File: src/rtl/fabric_cfg_ctrl.sv
// Wishbone configuration controller for the v_line mux fabric.
// A configuration change gates all pad OEs, drains, switches the mux select, settles, then releases the pads.
module fabric_cfg_ctrl #(
  parameter logic [31:0] BASE_ADR   = 32'h3000_0000,
  parameter logic [3:0]  RESET_CFG  = 4'd0,
  parameter int unsigned SETTLE_CYC = 4
) (
  input  logic        wb_clk_i,
  input  logic        wb_rst_ni,
  input  logic        wbs_stb_i,
  input  logic        wbs_cyc_i,
  input  logic        wbs_we_i,
  input  logic [3:0]  wbs_sel_i,
  input  logic [31:0] wbs_dat_i,
  input  logic [31:0] wbs_adr_i,
  output logic        wbs_ack_o,
  output logic [31:0] wbs_dat_o,
  output logic [3:0]  configuration,
  output logic        oe_block,
  output logic        cfg_busy
);

  localparam logic [3:0] SETTLE_LD = 4'(SETTLE_CYC);

  typedef enum logic [1:0] {
    IDLE   = 2'd0,
    GATE   = 2'd1,
    SWITCH = 2'd2,
    SETTLE = 2'd3
  } state_t;

  state_t      r_state;
  logic [3:0]  r_pending;
  logic [7:0]  r_drain;
  logic [7:0]  r_switch_cnt;
  logic [7:0]  r_gate_cnt;
  logic [3:0]  r_settle_cnt;
  logic        r_err;

  logic        w_req;
  logic        w_wr;
  logic [7:0]  w_off;
  logic        w_cfg_wr;
  logic        w_cfg_ok;
  logic        w_drain_wr;
  logic        w_errclr;
  logic [3:0]  w_pending_nxt;
  logic [7:0]  w_drain_ld;
  logic [31:0] w_status;
  logic [31:0] w_rdata;
  logic        w_unused_bits;

  // The !ack term limits the slave to one ack every two cycles.
  assign w_req      = wbs_stb_i & wbs_cyc_i & ~wbs_ack_o & (wbs_adr_i[31:8] == BASE_ADR[31:8]);
  assign w_wr       = w_req & wbs_we_i;
  assign w_off      = wbs_adr_i[7:0];
  assign w_cfg_wr   = w_wr & (w_off == 8'h00) & wbs_sel_i[0];
  assign w_cfg_ok   = w_cfg_wr & (wbs_dat_i[3:2] == 2'b00);
  assign w_drain_wr = w_wr & (w_off == 8'h08) & wbs_sel_i[0];
  assign w_errclr   = w_wr & (w_off == 8'h0C) & wbs_dat_i[0];

  // Sequencer decisions look at the pending value being written this edge.
  assign w_pending_nxt = w_cfg_ok ? wbs_dat_i[3:0] : r_pending;
  assign w_drain_ld    = (r_drain == 8'd0) ? 8'd1 : r_drain;
  assign w_status      = {16'd0, r_switch_cnt, configuration, 1'b0, r_err,
                          (r_pending != configuration), cfg_busy};
  assign w_unused_bits = ^{wbs_sel_i[3:1], wbs_dat_i[31:8]};

  // Read data mux
  always_comb begin
    w_rdata = 32'd0;
    case (w_off)
      8'h00:   w_rdata = {28'd0, r_pending};
      8'h04:   w_rdata = w_status;
      8'h08:   w_rdata = {24'd0, r_drain};
      default: w_rdata = 32'd0;
    endcase
  end

  // Bus response and register file
  always_ff @(posedge wb_clk_i or negedge wb_rst_ni) begin
    if (!wb_rst_ni) begin
      wbs_ack_o <= 1'b0;
      wbs_dat_o <= 32'd0;
      r_pending <= RESET_CFG;
      r_drain   <= 8'd2;
      r_err     <= 1'b0;
    end else begin
      wbs_ack_o <= w_req;
      wbs_dat_o <= (w_req & ~wbs_we_i) ? w_rdata : 32'd0;
      r_pending <= w_pending_nxt;
      if (w_drain_wr) begin
        r_drain <= wbs_dat_i[7:0];
      end else begin
        r_drain <= r_drain;
      end
      if (w_cfg_wr & ~w_cfg_ok) begin
        r_err <= 1'b1;
      end else if (w_errclr) begin
        r_err <= 1'b0;
      end else begin
        r_err <= r_err;
      end
    end
  end

  // Change sequencer with registered pad-gate and busy outputs
  always_ff @(posedge wb_clk_i or negedge wb_rst_ni) begin
    if (!wb_rst_ni) begin
      r_state       <= IDLE;
      r_gate_cnt    <= 8'd0;
      r_settle_cnt  <= 4'd0;
      r_switch_cnt  <= 8'd0;
      configuration <= RESET_CFG;
      oe_block      <= 1'b0;
      cfg_busy      <= 1'b0;
    end else begin
      case (r_state)
        IDLE: begin
          if (w_pending_nxt != configuration) begin
            r_state    <= GATE;
            r_gate_cnt <= w_drain_ld;
            oe_block   <= 1'b1;
            cfg_busy   <= 1'b1;
          end else begin
            oe_block   <= 1'b0;
            cfg_busy   <= 1'b0;
          end
        end
        GATE: begin
          if (r_gate_cnt == 8'd1) begin
            r_state    <= SWITCH;
          end else begin
            r_gate_cnt <= r_gate_cnt - 8'd1;
          end
        end
        SWITCH: begin
          configuration <= r_pending;
          r_switch_cnt  <= r_switch_cnt + 8'd1;
          r_settle_cnt  <= SETTLE_LD;
          r_state       <= SETTLE;
        end
        SETTLE: begin
          if (r_settle_cnt != 4'd1) begin
            r_settle_cnt <= r_settle_cnt - 4'd1;
          end else if (w_pending_nxt != configuration) begin
            r_state    <= GATE;
            r_gate_cnt <= w_drain_ld;
          end else begin
            r_state    <= IDLE;
            oe_block   <= 1'b0;
            cfg_busy   <= 1'b0;
          end
        end
        default: begin
          r_state  <= IDLE;
          oe_block <= 1'b0;
          cfg_busy <= 1'b0;
        end
      endcase
    end
  end

endmodule

File: config.mk
export PLATFORM = sky130hd
export DESIGN_NAME = fabric_cfg_ctrl
export DESIGN_NICKNAME = d
export VERILOG_FILES = /design/src/rtl/fabric_cfg_ctrl.sv
export SDC_FILE = /design/constraint.sdc
export NUM_CORES = 1
export LEC_CHECK = 0
export BUFFER_PORTS_ARGS = -buffer_cell sky130_fd_sc_hd__buf_4
export CORE_MARGIN = 2
export CORE_UTILIZATION = 45
export DETAILED_ROUTE_END_ITERATION = 12
export PLACE_DENSITY_LB_ADDON = 0.3
export SETUP_SLACK_MARGIN = 0.2
export SLEW_MARGIN = 20
export SYNTH_ARGS = -nofsm -noshare
export SYNTH_HDL_FRONTEND = slang
export SYNTH_SLANG_ARGS = --single-unit
File: constraint.sdc
create_clock -name wb_clk_i -period 2.27 [get_ports wb_clk_i]
set_input_delay 0.1135 -clock wb_clk_i [delete_from_list [all_inputs] [get_ports wb_clk_i]]
set_output_delay 0.1135 -clock wb_clk_i [all_outputs]
set_load 0.1 [all_outputs]
==> impl_metrics.env <==
export IMPL_ys_seq_area_share_pct=46.80
export IMPL_layout_drive_gt1_share_pct=38.64
export IMPL_tightest_slew_ns=0.6955
export IMPL_start_kind="flip-flop"
export IMPL_final_common_cell="buf_4"
export IMPL_cp_buffers_inverters=1
export IMPL_start_util_pct=45.66
export IMPL_synth_top_family_by_area="simple AND/OR/NAND/NOR gates"
export IMPL_min_period_over_period_pct=96.19
export IMPL_worstPathMaxFanout=5
export IMPL_design_final_nets=461
export IMPL_synth_compound_area_share_pct=8.614
export IMPL_outcome="finished, final reports clean"
export IMPL_clockBufferDepth=2
export IMPL_maxSlewViolCount=0
export IMPL_area_growth_syn_to_layout_pct=33.14
export IMPL_crit_start="wbs_ack_o"
export IMPL_antenna_found_initial=0
export IMPL_synth_simple_area_share_pct=19.36
export IMPL_coreArea_sq_um=6681
export IMPL_num_rows=30
export IMPL_skew_ns=0.008656
export IMPL_clkLatencyLatePin_ns=0.33
export IMPL_routedWlPerCell_um=14.27
export IMPL_leakagePower_nw=1.980
export IMPL_ys_seq_elements=57
export IMPL_grt_max_degree=58
export IMPL_cp_common_cell="mux2_4"
export IMPL_cts_made_buffers=9
export IMPL_dpl_hpwl_um=4696
export IMPL_path_clk_slew_ns=0.07
export IMPL_drt_first_iter_violations=86
export IMPL_grt_pass1_vias=2219
export IMPL_hold_viol_final=0
export IMPL_ant_nets=0
export IMPL_cellPowerDensity_nw_per_um2=570.7
export IMPL_cts_tree="done"
export IMPL_synth_cell_types=51
export IMPL_syn_avg_cell_area_sq_um=10.56
export IMPL_max_vdd_ir_drop_mv=0.3276
export IMPL_critPathMaxStageDelay_ns=0.47
export IMPL_yosys_warnings=0
export IMPL_rsz0062_at_grt="true"
export IMPL_grt_overflow=0
export IMPL_regToRegSetupSlack_ns=0.09
export IMPL_max_cap_violations=0
export IMPL_vias=2449
export IMPL_r2r_end="r_state[1]"
export IMPL_path_delay_family="multiplexers"
export IMPL_worstPathArrival_ns=2.40
export IMPL_finalSetupViolCount=0
export IMPL_layoutNonFillerInstCount=463
export IMPL_synth_cells=289
export IMPL_n_antenna_cell=0
export IMPL_grt_pass1_wl_um=10500
export IMPL_slew_headroom_pct=53.64
export IMPL_gp_congestion=0.8580
export IMPL_cp_num_cells=7
export IMPL_critical_path_slowest_cell="dfrtp_4"
export IMPL_die_width_um=86.34
export IMPL_wirelength_um=6609
export IMPL_drt_first_pass_iters=4
export IMPL_rr_startpoint="wbs_ack_o"
export IMPL_clkSinkCount=57
export IMPL_cp_required_ns=2.48
export IMPL_synth_fa_ha_area_share_pct=4.102
export IMPL_worst_r2r_cell_count=7
export IMPL_worstSetupEndpointType="flip-flop"
export IMPL_synthMuxAreaShare_pct=10.05
export IMPL_fmax_mhz=458.0
export IMPL_crit_chain="and4bb_1, nand4_4, nor4_4, buf_4, mux2_4, a21boi_2, mux2_4"
export IMPL_h_tree_depth=3
export IMPL_grt_usage_pct=17.98
export IMPL_final_cell_mix="83 x buf_4, 51 x dfrtp_1, 23 x nor2_1, 16 x mux2_2, 16 x conb_1"
export IMPL_die_area_sq_um=7454
export IMPL_worst_hold_path_type="primary input to flip-flop"
export IMPL_via_per_inst=5.289
export IMPL_path_class="flip-flop to flip-flop"
export IMPL_drcViolationCount=0
export IMPL_synthXorXnorAreaFrac_pct=4.307
export IMPL_die_y_um=86.34
export IMPL_fin_crit_ns=2.183
export IMPL_placed_cells=442
export IMPL_whs_ns=0.01893
export IMPL_netlist_area_sq_um=3050
export IMPL_io_pins=112
export IMPL_crit_path_end="r_state[1]"
export IMPL_cts_root_buf="clkbuf_8"
export IMPL_io_buffers=68
## metrics by stage
| stage | setup slack (ns) | util, % | TNS [ns] | cell area (sq um) | power (mW) |
|---|---|---|---|---|---|
| 6_report | 0.08654 | 60.79 | 0 | 4061 | 2.318 |
| 5_1_grt | 0.02802 | 60.79 | 0 | 4061 | 2.393 |
| 4_1_cts | 0.07168 | 60.00 | 0 | 4009 | 2.330 |
| 3_5_place_dp | 0.05909 | 55.47 | 0 | 3706 | 1.257 |
| 3_3_place_gp | 0.09251 | 55.47 | 0 | 3706 | 1.255 |
| 2_1_floorplan | -0.1502 | - | -0.5412 | 3144 | 1.191 |
## Yosys cell counts (all sizes together)
library cell,instances,area share [%]
clkbuf,6,0.74
nand3,7,1.1
nor2b,2,0.41
ha,10,4.1
clkinv,1,0.12
xnor2,5,1.4
a222oi,1,0.33
o211a,1,0.33
conb,1,0.12
a21oi,10,1.6
buf,18,4.3
inv,12,1.5
a21boi,1,0.25
o21ai,12,2.0
o31ai,1,0.25
nor4,11,3.4
a22oi,4,0.98
o21a,2,0.49
a22o,1,0.29
and2,9,1.8
nor3,11,1.8
xor2,10,2.9
a221o,1,0.33
nor3b,2,0.49
and2b,2,0.49
nor2,24,3.0
a221oi,1,0.29
mux2,18,6.8
nand2,9,1.1
and3,3,0.62
or4,2,0.49
dfrtp,56,46
dfstp,1,0.86
nand2b,3,0.62
nand4,11,2.5
o22a,1,0.29
nor4b,1,0.49
nand3b,1,0.25
a31oi,1,0.21
mux2i,10,3.3
o32ai,2,0.57
and4bb,2,0.82
o22ai,2,0.41
## worst min path at each step
stage,from,end,slack [ns],depth (start not counted)
after detailed placement,wb_rst_ni,wbs_dat_o[15],0.21,1
after global placement,wb_rst_ni,r_switch_cnt[7],0.21,1
after global routing,wbs_dat_i[6],r_drain[6],0.009,2
after CTS,wbs_dat_i[7],r_drain[7],0.01,2
final,wbs_dat_i[5],r_drain[5],0.02,2
after floorplan,wb_rst_ni,cfg_busy,-0.18,0
## final cells by class
| class | instances | area [sq um] |
|---|---|---|
| inverter | 13 | 48.80 |
| clock buffer | 11 | 151.4 |
| sequential | 57 | 1436 |
| fill | 533 | 2620 |
| tap | 80 | 100.1 |
| clock inverter | 5 | 77.57 |
| timing repair buffer | 87 | 675.6 |
| multi-input combinational | 210 | 1572 |
## flip-flops by register name, indices dropped and copies added, names as in the netlist
register,flops
r_switch_cnt,8
r_pending,4
r_state,2
cfg_busy,1
r_drain,8
r_settle_cnt,4
wbs_ack_o,1
configuration,4
r_err,1
r_gate_cnt,8
wbs_dat_o,16
## timing repair
action,in CTS,in global routing
endpoints found under the hold margin,56,0
setup endpoints to repair,8,24
hold buffers,1,0
resized for setup,5,10
pin swaps,3,3
buffers inserted,3,1
## report_power, final
part           internal [mW]  switching [mW]  total (mW)
sequential              1.02     0.000000482        1.02
clock                  0.674           0.405        1.08
combinational         0.0602           0.164       0.224
## cell families after synthesis
kind of cell             after synthesis
flip-flops                            57
multiplexers                          28
buffers and inverters                 37
other                                  1
XOR/XNOR                              15
AO/OA/AOI/OAI                         41
adder cells (fa/ha/maj)               10
AND/OR/NAND/NOR                      100
## metal layers
metal / GRT usage, % / vias to the layer above / wire [um]
li1: - / 1189 / -
met1: 22.02 / 1187 / 2836
met2: 30.70 / 60 / 3428
met3: 4.000 / 13 / 223
met4: 7.244 / 0 / 121
met5: 0 / - / 0
Power figures use the tool's default switching activity.
